## src/rtl/tdc_pkg.sv

```systemverilog
// ---------------------------------------------------------------------------
// tdc_pkg
// Shared definitions for the carry-chain TDC measurement sequencer:
//   - state_e      : sequencer state encoding
//   - CLEAR_CYCLES : cycles tdc_clear is held before a measurement window
//   - PIPE_LAT     : latency of the two-flop thermometer capture pipeline
//   - fine_w()     : width of the encoded fine code for a given chain length
// ---------------------------------------------------------------------------
package tdc_pkg;

  typedef enum logic [1:0] {
    S_IDLE  = 2'd0,
    S_CLEAR = 2'd1,
    S_WAIT  = 2'd2,
    S_DONE  = 2'd3
  } state_e;

  localparam int CLEAR_CYCLES = 3;
  localparam int PIPE_LAT     = 2;

  // Fine code spans 0..STAGES, so it needs room for STAGES+1 values.
  function automatic int fine_w(input int stages);
    return $clog2(stages + 1);
  endfunction

endpackage

```

## src/rtl/tdc_sequencer_therm_encoder.sv

```systemverilog
// ---------------------------------------------------------------------------
// therm_encoder
// Purely combinational thermometer-to-binary encoder for the fine TDC.
// The result is the index of the highest set bit plus one (0 for an all-zero
// code, STAGES for an all-ones code).
//
// Build option: define TDC_BUBBLE_FILTER_EN to pass every bit through a
// 3-input majority vote with its neighbours before encoding (the bit below
// stage 0 reads as 1, the bit above the top stage reads as 0).
//
// Ports:
//   therm_i  in  [STAGES-1:0]  latched thermometer code
//   fine_o   out [FINE_W-1:0]  encoded fine count
// ---------------------------------------------------------------------------
module therm_encoder
  import tdc_pkg::*;
#(
  parameter int STAGES = 64,
  localparam int FINE_W = fine_w(STAGES)
) (
  input  logic [STAGES-1:0] therm_i,
  output logic [FINE_W-1:0] fine_o
);

  logic [STAGES-1:0] code;

`ifdef TDC_BUBBLE_FILTER_EN
  // Pad with the virtual boundary bits so every stage sees three neighbours.
  logic [STAGES+1:0] ext;
  assign ext = {1'b0, therm_i, 1'b1};

  for (genvar gi = 0; gi < STAGES; gi++) begin : g_maj
    assign code[gi] = (ext[gi] & ext[gi+1]) |
                      (ext[gi] & ext[gi+2]) |
                      (ext[gi+1] & ext[gi+2]);
  end
`else
  assign code = therm_i;
`endif

  // Ascending scan: the last set bit seen is the highest one.
  always_comb begin
    fine_o = '0;
    for (int i = 0; i < STAGES; i++) begin
      if (code[i]) fine_o = FINE_W'(i + 1);
    end
  end

endmodule

```

## src/rtl/tdc_sequencer.sv

```systemverilog
// ---------------------------------------------------------------------------
// tdc_sequencer
// Measurement sequencer for the carry-chain fine TDC. Clears the chain and
// its capture pipeline, opens the START gate, counts coarse cycles until the
// latched thermometer code goes non-zero, and presents a {coarse, fine}
// timestamp on a valid/ready handshake. A measurement that sees no hit within
// TIMEOUT cycles produces a timeout record instead.
//
// Build option: TDC_BUBBLE_FILTER_EN (see therm_encoder).
//
// Ports:
//   clk_i         in   system clock, also the TDC sample clock
//   rst_ni        in   asynchronous active-low reset
//   arm_i         in   start-measurement request (sampled only when idle)
//   abort_i       in   synchronous abort back to idle, no output produced
//   therm_i       in   latched thermometer code from the fine TDC
//   trigger_en_o  out  gates the external hit onto the chain trigger
//   tdc_clear_o   out  active-high reset to the TDC capture flops
//   busy_o        out  high whenever a measurement is in progress
//   ts_valid_o    out  timestamp valid
//   ts_ready_i    in   consumer accepts timestamp
//   ts_coarse_o   out  coarse cycle count (all ones on timeout)
//   ts_fine_o     out  encoded fine code
//   ts_timeout_o  out  timestamp is a timeout record
// ---------------------------------------------------------------------------
module tdc_sequencer
  import tdc_pkg::*;
#(
  parameter int STAGES   = 64,
  parameter int COARSE_W = 16,
  parameter int TIMEOUT  = 1000,
  localparam int FINE_W  = fine_w(STAGES)
) (
  input  logic                clk_i,
  input  logic                rst_ni,
  input  logic                arm_i,
  input  logic                abort_i,
  input  logic [STAGES-1:0]   therm_i,
  output logic                trigger_en_o,
  output logic                tdc_clear_o,
  output logic                busy_o,
  output logic                ts_valid_o,
  input  logic                ts_ready_i,
  output logic [COARSE_W-1:0] ts_coarse_o,
  output logic [FINE_W-1:0]   ts_fine_o,
  output logic                ts_timeout_o
);

  localparam int CLR_W = $clog2(CLEAR_CYCLES);
  localparam logic [CLR_W-1:0]    CLR_LAST     = CLR_W'(CLEAR_CYCLES - 1);
  localparam logic [COARSE_W-1:0] CNT_LAST     = COARSE_W'(TIMEOUT - 1);
  localparam logic [COARSE_W-1:0] PIPE_LAT_CNT = COARSE_W'(PIPE_LAT);

  state_e              state_q, state_d;
  logic [CLR_W-1:0]    clr_cnt_q, clr_cnt_d;
  logic [COARSE_W-1:0] cnt_q, cnt_d;
  logic [COARSE_W-1:0] coarse_q, coarse_d;
  logic [FINE_W-1:0]   fine_q, fine_d;
  logic                timeout_q, timeout_d;

  logic [FINE_W-1:0]   fine_enc;
  logic                hit;

  therm_encoder #(
    .STAGES (STAGES)
  ) u_enc (
    .therm_i (therm_i),
    .fine_o  (fine_enc)
  );

  // Presence of a hit is judged on the raw code; the filter only shapes the
  // fine value.
  assign hit = |therm_i;

  always_ff @(posedge clk_i or negedge rst_ni) begin
    if (!rst_ni) begin
      state_q   <= S_IDLE;
      clr_cnt_q <= '0;
      cnt_q     <= '0;
      coarse_q  <= '0;
      fine_q    <= '0;
      timeout_q <= 1'b0;
    end else begin
      state_q   <= state_d;
      clr_cnt_q <= clr_cnt_d;
      cnt_q     <= cnt_d;
      coarse_q  <= coarse_d;
      fine_q    <= fine_d;
      timeout_q <= timeout_d;
    end
  end

  // Next-state logic. Abort overrides every transition, including a capture
  // or a completed handshake, and leaves the timestamp registers untouched.
  always_comb begin
    state_d   = state_q;
    clr_cnt_d = clr_cnt_q;
    cnt_d     = cnt_q;
    coarse_d  = coarse_q;
    fine_d    = fine_q;
    timeout_d = timeout_q;

    if (abort_i) begin
      state_d = S_IDLE;
    end else begin
      unique case (state_q)
        S_IDLE: begin
          if (arm_i) begin
            state_d   = S_CLEAR;
            clr_cnt_d = '0;
          end
        end

        S_CLEAR: begin
          if (clr_cnt_q == CLR_LAST) begin
            state_d = S_WAIT;
            cnt_d   = '0;
          end else begin
            clr_cnt_d = clr_cnt_q + 1'b1;
          end
        end

        S_WAIT: begin
          if (hit && cnt_q >= PIPE_LAT_CNT) begin
            // Detection wins over a coincident timeout.
            state_d   = S_DONE;
            coarse_d  = cnt_q - PIPE_LAT_CNT;
            fine_d    = fine_enc;
            timeout_d = 1'b0;
          end else if (hit) begin
            // A hit before the pipeline latency has elapsed is left-over
            // state in the capture flops: flush again.
            state_d   = S_CLEAR;
            clr_cnt_d = '0;
          end else if (cnt_q == CNT_LAST) begin
            state_d   = S_DONE;
            coarse_d  = '1;
            fine_d    = '0;
            timeout_d = 1'b1;
          end else begin
            cnt_d = cnt_q + 1'b1;
          end
        end

        S_DONE: begin
          if (ts_ready_i) state_d = S_IDLE;
        end

        default: state_d = S_IDLE;
      endcase
    end
  end

  // Moore outputs: the chain is held in clear outside the WAIT window.
  always_comb begin
    trigger_en_o = 1'b0;
    tdc_clear_o  = 1'b1;
    busy_o       = 1'b1;
    ts_valid_o   = 1'b0;
    unique case (state_q)
      S_IDLE:  busy_o = 1'b0;
      S_CLEAR: ;
      S_WAIT: begin
        trigger_en_o = 1'b1;
        tdc_clear_o  = 1'b0;
      end
      S_DONE:  ts_valid_o = 1'b1;
      default: busy_o = 1'b0;
    endcase
  end

  assign ts_coarse_o  = coarse_q;
  assign ts_fine_o    = fine_q;
  assign ts_timeout_o = timeout_q;

endmodule
```

## config.mk

```make
export PLATFORM = sky130hd
export DESIGN_NAME = tdc_sequencer
export DESIGN_NICKNAME = d
export VERILOG_FILES = /design/src/rtl/tdc_pkg.sv /design/src/rtl/tdc_sequencer_therm_encoder.sv /design/src/rtl/tdc_sequencer.sv
export SDC_FILE = /design/constraint.sdc
export NUM_CORES = 1
export LEC_CHECK = 0
export BUFFER_PORTS_ARGS = -buffer_cell sky130_fd_sc_hd__clkbuf_2
export CORE_MARGIN = 2
export CORE_UTILIZATION = 36
export CTS_BUF_LIST = sky130_fd_sc_hd__clkbuf_8
export DETAILED_ROUTE_END_ITERATION = 12
export SYNTH_ARGS = -nofsm -noshare
export SYNTH_HDL_FRONTEND = slang
export SYNTH_SLANG_ARGS = --single-unit
```

## constraint.sdc

```tcl
create_clock -name clk_i -period 7.1 [get_ports clk_i]
set_input_delay 0.71 -clock clk_i [delete_from_list [all_inputs] [get_ports clk_i]]
set_output_delay 0.71 -clock clk_i [all_outputs]
set_load 0.05 [all_outputs]
```

# ---- Yosys cells after proc, flatten, opt, wreduce, memory -nomap -nowiden
# Index checks and enable logic that the tools add are counted.
dict set report totals {
  ff_bits 44
  output_inout_bits 28
  in_bits 69
  elab_cells 133
}
dict set report op_classes {
  n_eq_ne 17
  n_bitwise 1
  n_addsub 3
  n_mux 95
  order_cmp 1
  n_reduce_logical 10
}
# cell count
set ops {}
lappend ops {{two-way mux 6 bit} 32}
lappend ops {{two-way mux 16 bit} 7}
lappend ops {{two-way mux 5 bit} 16}
lappend ops {{OR reduction 64 bit} 1}
lappend ops {{two-way mux 4 bit} 8}
lappend ops {{one-hot mux 16 bit (2 select lines)} 1}
lappend ops {{two-way mux 7 bit} 4}
lappend ops {{two-way mux 2 bit} 13}
lappend ops {{adder 16 x 1 -> 16 bit, second input constant} 1}
lappend ops {{== test 16 x 10 -> 1 bit, second input constant} 1}
lappend ops {{greater-or-equal comparator 16 x 2 -> 1 bit, second input constant} 1}
lappend ops {{subtractor 16 x 2 -> 16 bit, second input constant} 1}
lappend ops {{inequality test 2 bit, second input constant} 7}
lappend ops {{two-way mux 3 bit} 4}
lappend ops {{AND reduction 6 bit} 2}
lappend ops {{inequality test 3 bit, second input constant} 3}
lappend ops {{two-way mux 1 bit} 8}
lappend ops {{one-hot mux 2 bit (4 select lines)} 1}
lappend ops {{AND reduction 4 bit} 2}
lappend ops {{== test 2 bit, second input constant} 3}
lappend ops {{one-hot mux 2 bit (3 select lines)} 1}
lappend ops {{inequality test 5 bit, second input constant} 1}
lappend ops {{nonzero test 2 bit} 2}
lappend ops {{nonzero test 3 bit} 1}
lappend ops {{other kinds (6)} 6}

# ---- Longest topological paths before layout
dict set report logic_depth {
  depth_word 65
  depth_mapped 10
  depth_no_buf 8
}

# ---- By module
# Synthesis repeated with hierarchy kept, for this count alone.
dict set report hier_totals {
  cells_unflattened 424
  area_unflattened_um2 3492.1
}
# mod area_per_inst_um2 n_inst cells_per_inst seq_area_each_um2
set modules_own_cells {}
lappend modules_own_cells {tdc_sequencer 2677.6 1 282 1101.1}
lappend modules_own_cells {therm_encoder 814.5 1 142 0.0}

# ---- Worst setup path before layout
# No wires, ideal clock.
dict set report synth_timing {
  kind {register to register}
  from {reg state_q[0]}
  to {reg fine_q[0] (netlist: ts_fine_o[0])}
  required_ps 7017
  setup_slack_ps 4256
  period_less_slack_ps 2844
  t_arrival_ps 2761
  setup_ps 83
  path_buffers 1
  stages_incl_launch_ff 9
  path_cell_list {dfrtp_1 > clkbuf_1 > nand2b_1 > inv_1 > nand2b_1 > nor3b_2 > nand2b_1 > or3_1 > o21ai_0}
}
dict set report synth_via {
  elab_chain_cells 2
}
# element line_no
set synth_rtl {}
lappend synth_rtl {{start, declared} tdc_sequencer.sv:54} ;# state_e state_q, state_d;
lappend synth_rtl {{start signal, assigned} tdc_sequencer.sv:84} ;# state_q <= state_d;
lappend synth_rtl {{== test 2 bit} tdc_sequencer.sv:106} ;# unique case (state_q)
lappend synth_rtl {{AND reduction 4 bit (no source line)} -}
lappend synth_rtl {{end signal, assigned} tdc_sequencer.sv:88} ;# fine_q <= fine_d;
lappend synth_rtl {{end, declared} tdc_sequencer.sv:58} ;# logic [FINE_W-1:0] fine_q, fine_d;
# Every way passes these cells.
# A chain may end at the register's enable or synchronous reset.

# ---- Final worst setup path
dict set report layout_timing {
  from {in therm_i[55]}
  to {reg cnt_q[14]}
}
dict set report layout_via {
  elab_chain_cells 4
  word_cells_on_any_way 5
  cone_classes {eq/ne: 2; reduce/logical: 3}
}
# element line_no
set layout_rtl {}
lappend layout_rtl {{start, declared} tdc_sequencer.sv:38} ;# input logic [STAGES-1:0] therm_i,
lappend layout_rtl {{OR reduction 64 bit (*)} tdc_sequencer.sv:73} ;# assign hit = |therm_i;
lappend layout_rtl {{logical AND 1 bit} tdc_sequencer.sv:124} ;# if (hit && cnt_q >= PIPE_LAT_CNT) begin
lappend layout_rtl {{inequality test 2 bit (no source line)} -}
lappend layout_rtl {{AND reduction 6 bit (no source line) (*)} -}
lappend layout_rtl {{end signal, assigned} tdc_sequencer.sv:86} ;# cnt_q <= cnt_d;
lappend layout_rtl {{end, declared} tdc_sequencer.sv:56} ;# logic [COARSE_W-1:0] cnt_q, cnt_d;
# Mark *: on every way between the ends. The rest lies on a longest branch, timed or not.

==> results.md <==
* Clock tree buffer depth at 2
* Total CTS buffers at 5
* ANT cells at 0
* Cell area after synthesis at roughly 3200 um^2
* PortBufs at between 90 and 100
* Synth Instances at ~370
* Register area share after synthesis at 34.6%
* Final period util at about 41%
* CP Cell Sequence: clkbuf_2 > nor4_4 > nand4_2 > nor4_4 > nor3b_4 > o2111ai_4 > or3_1 > a21oi_1
* CTS H-Tree Depth at 2
* Pin slew with the least headroom to its limit at 1100 ps
* Top cell type's share of synthesized area at approximately a third
* Vias in the first global route at approximately 3.0k
* Max stage delay cell, worst path: nor4_4
* Post-synth EDFFs at 0
* Largest net degree at the start of global routing at 45
* RSZ-0062 raised after global routing: false
* Fmax at around 350 MHz
* Max transition margin at 26.4%
* Worst EP required at 7330 ps
* Clk sinks at 44
* Fin cells at approximately 580
* Yosys cell types at 56
* Initial core utilization at 36.8%
* Dpl cell area at between 3000 and 4000 um^2
* Final setup fails at 0
* Via/cell ratio at between 5 and 6
* Cell area power density at around 280 nW/um^2
* Post-DP HPWL at about 6.7 mm
* Routability congestion estimate at 0.847
* Area leader, netlist: dfrtp_1
* Setup TNS at 0 ps
* P&R area growth vs syn at 21.3%
* # Post-CTS Setup Buffers at 0
* Worst EP arrival at between 3000 and 4000 ps
* Insertion delay to the later sink of the worst-skew pair at approximately 300 ps
* Syn Area/Cell at ~8.5 um^2
* Max rail drop VDD at approximately 0.14 mV
* Asr flop ratio synth at 100%
* Synthesis Warnings at 0
* Critical path's largest stage delay at between 400 and 500 ps
* Setup WS post-layout at 4220 ps
* Placed insts at 568
* Core region area at around 8600 um^2
* Minimum clock period at a little under 3000 ps
* Pre-CTS WS at a little under 4000 ps
* Clock root cell: clkbuf_8
* Share of layout cells above drive strength 1 at between 20 and 30%
* Clock-pin slew on the worst setup and hold paths at approximately 90 ps
* Post-route DRC at 0
* Hold/Removal Path Class: reg -> reg
* Post-Route WL at 8.36 mm
* I/O pin count at between 90 and 100
* Global-route wire length before repair at roughly 14 mm
* Max Cap Violations at 0
* Number of DRC markers in iteration 0 at around 160
* Routed len/inst at 14.5 um
* Total Routing Usage GR at between 10% and 20%
* Hold buffer count at cts at 0
* Leakage power at 1.70 nW
* Via count at approximately 3.1k
* Max Clock Skew at ~12 ps
* Antenna violations before repair at 0
* Main synth FF type: dfrtp_1
* CTS tree: done
* Post-cts sizing count at 0
* Die Y at slightly below 100 um
* DR pass1 iterations at 4
* Core Util, Final at between 40% and 50%
* Largest cells by area after synthesis: dfrtp_1, nor2_1, nor4_4, a21oi_1, nand2_1
* Hold Vio Cnt, Final at 0
* Final Cell Area at 3860 um^2
* Total grt overflow at 0
* Slew Viols, Final at 0
* Worst-path maximum fanout at 7
* Crit path top cell by count: nor4_4
* Register bit total from synthesis at 44
* Total Power at about 1.1 mW
* Die area at ~9600 um^2
* Crit path capture type: flop
* Final nets at ~540
* Post-Syn Nets at approximately 450
* FP Rows at 34
* Crit path kind: in -> reg
* Die X at roughly 98 um
* Final hold slack at between 400 and 500 ps
* Outcome: finished, final reports clean
* Critical Path Start Type: input port
* Routed Antenna Nets at 0
[cell usage after synthesis (all sizes together), types with 5 or more instances]
| master | n |
|---|---|
| a21oi | 36 |
| a31oi | 6 |
| clkbuf | 8 |
| dfrtp | 44 |
| ha | 5 |
| inv | 21 |
| nand2 | 27 |
| nand2b | 7 |
| nand4 | 8 |
| nor2 | 53 |
| nor3 | 20 |
| nor4 | 27 |
| o21ai | 18 |
| or3 | 8 |
| xnor2 | 9 |
| xor2 | 8 |
[placed cells by master (no fill, tap or decap), types with 5 or more instances in the layout]
cell	Yosys	routed
xor2_1	8	8
xnor2_1	9	9
dfrtp_1	44	44
a21oi_1	36	36
nor4_4	9	9
or3_1	8	8
nor4_1	14	14
clkbuf_2	0	96
nor3_1	20	20
nor2_1	53	53
inv_1	21	21
nand2_1	27	27
nand2b_1	7	7
clkbuf_8	0	6
ha_1	5	5
nand4_1	6	6
o21ai_0	18	18
a31oi_1	6	6
[critical path, delay by kind of cell]
kind | cells | cell delay (ps)
AND/OR/NAND/NOR | 5 | 1930
buffers and inverters | 1 | 140
AO/OA/AOI/OAI | 2 | 350
[area by class of cell]
| cell class | instances | area (um^2) |
|---|---|---|
| clock buffers | 6 | 82.6 |
| clock inverters | 2 | 15.0 |
| fillers | 911 | 4780 |
| inverters | 21 | 78.8 |
| multi-input cells | 297 | 1950 |
| flip-flops and latches | 44 | 1100 |
| well taps | 108 | 135 |
| repair buffers | 98 | 495 |
[power by group]
group / total (mW) / switching, mW / internal [mW]
clock: 0.167 / 0.0884 / 0.0788
combinational: 0.540 / 0.395 / 0.144
sequential: 0.368 / 0.0454 / 0.323
[layer usage]
layer	vias up	GRT usage, %	routed length, um
met5	-	0	0
met4	0	6.62	170
met3	18	2.65	364
met2	68	30.0	4020
met1	1436	22.9	3800
li1	1558	-	-
[cells by family after synthesis]
kind of cell	Yosys count	share of synthesized area, %
AOI/OAI and AO/OA	93	19.0
xor gates and xnor gates	17	4.69
adders and majority gates	5	1.97
buffers and inverters	33	4.06
DFF	44	34.6
muxes	4	1.30
and+or+nand+nor	178	34.3
[worst paths after layout]
path,depth (start not counted),to,slack [ps],from
max,8,cnt_q[14],4220,therm_i[55]
min,1,ts_fine_o[5],490,ts_fine_o[5]
max reg2reg,7,clr_cnt_q[1],4340,cnt_q[3]
min reg2reg,1,ts_fine_o[5],490,ts_fine_o[5]
max in group asynchronous,1,ts_fine_o[6],5820,rst_ni
min in group asynchronous,1,ts_timeout_o,600,rst_ni
[flip-flops by register name, indices dropped and copies added (netlist names)]
| name | count |
|---|---|
| cnt_q | 16 |
| ts_coarse_o | 16 |
| ts_fine_o | 7 |
| clr_cnt_q | 2 |
| state_q | 2 |
| ts_timeout_o | 1 |
(Power assumes the default switching activity.)
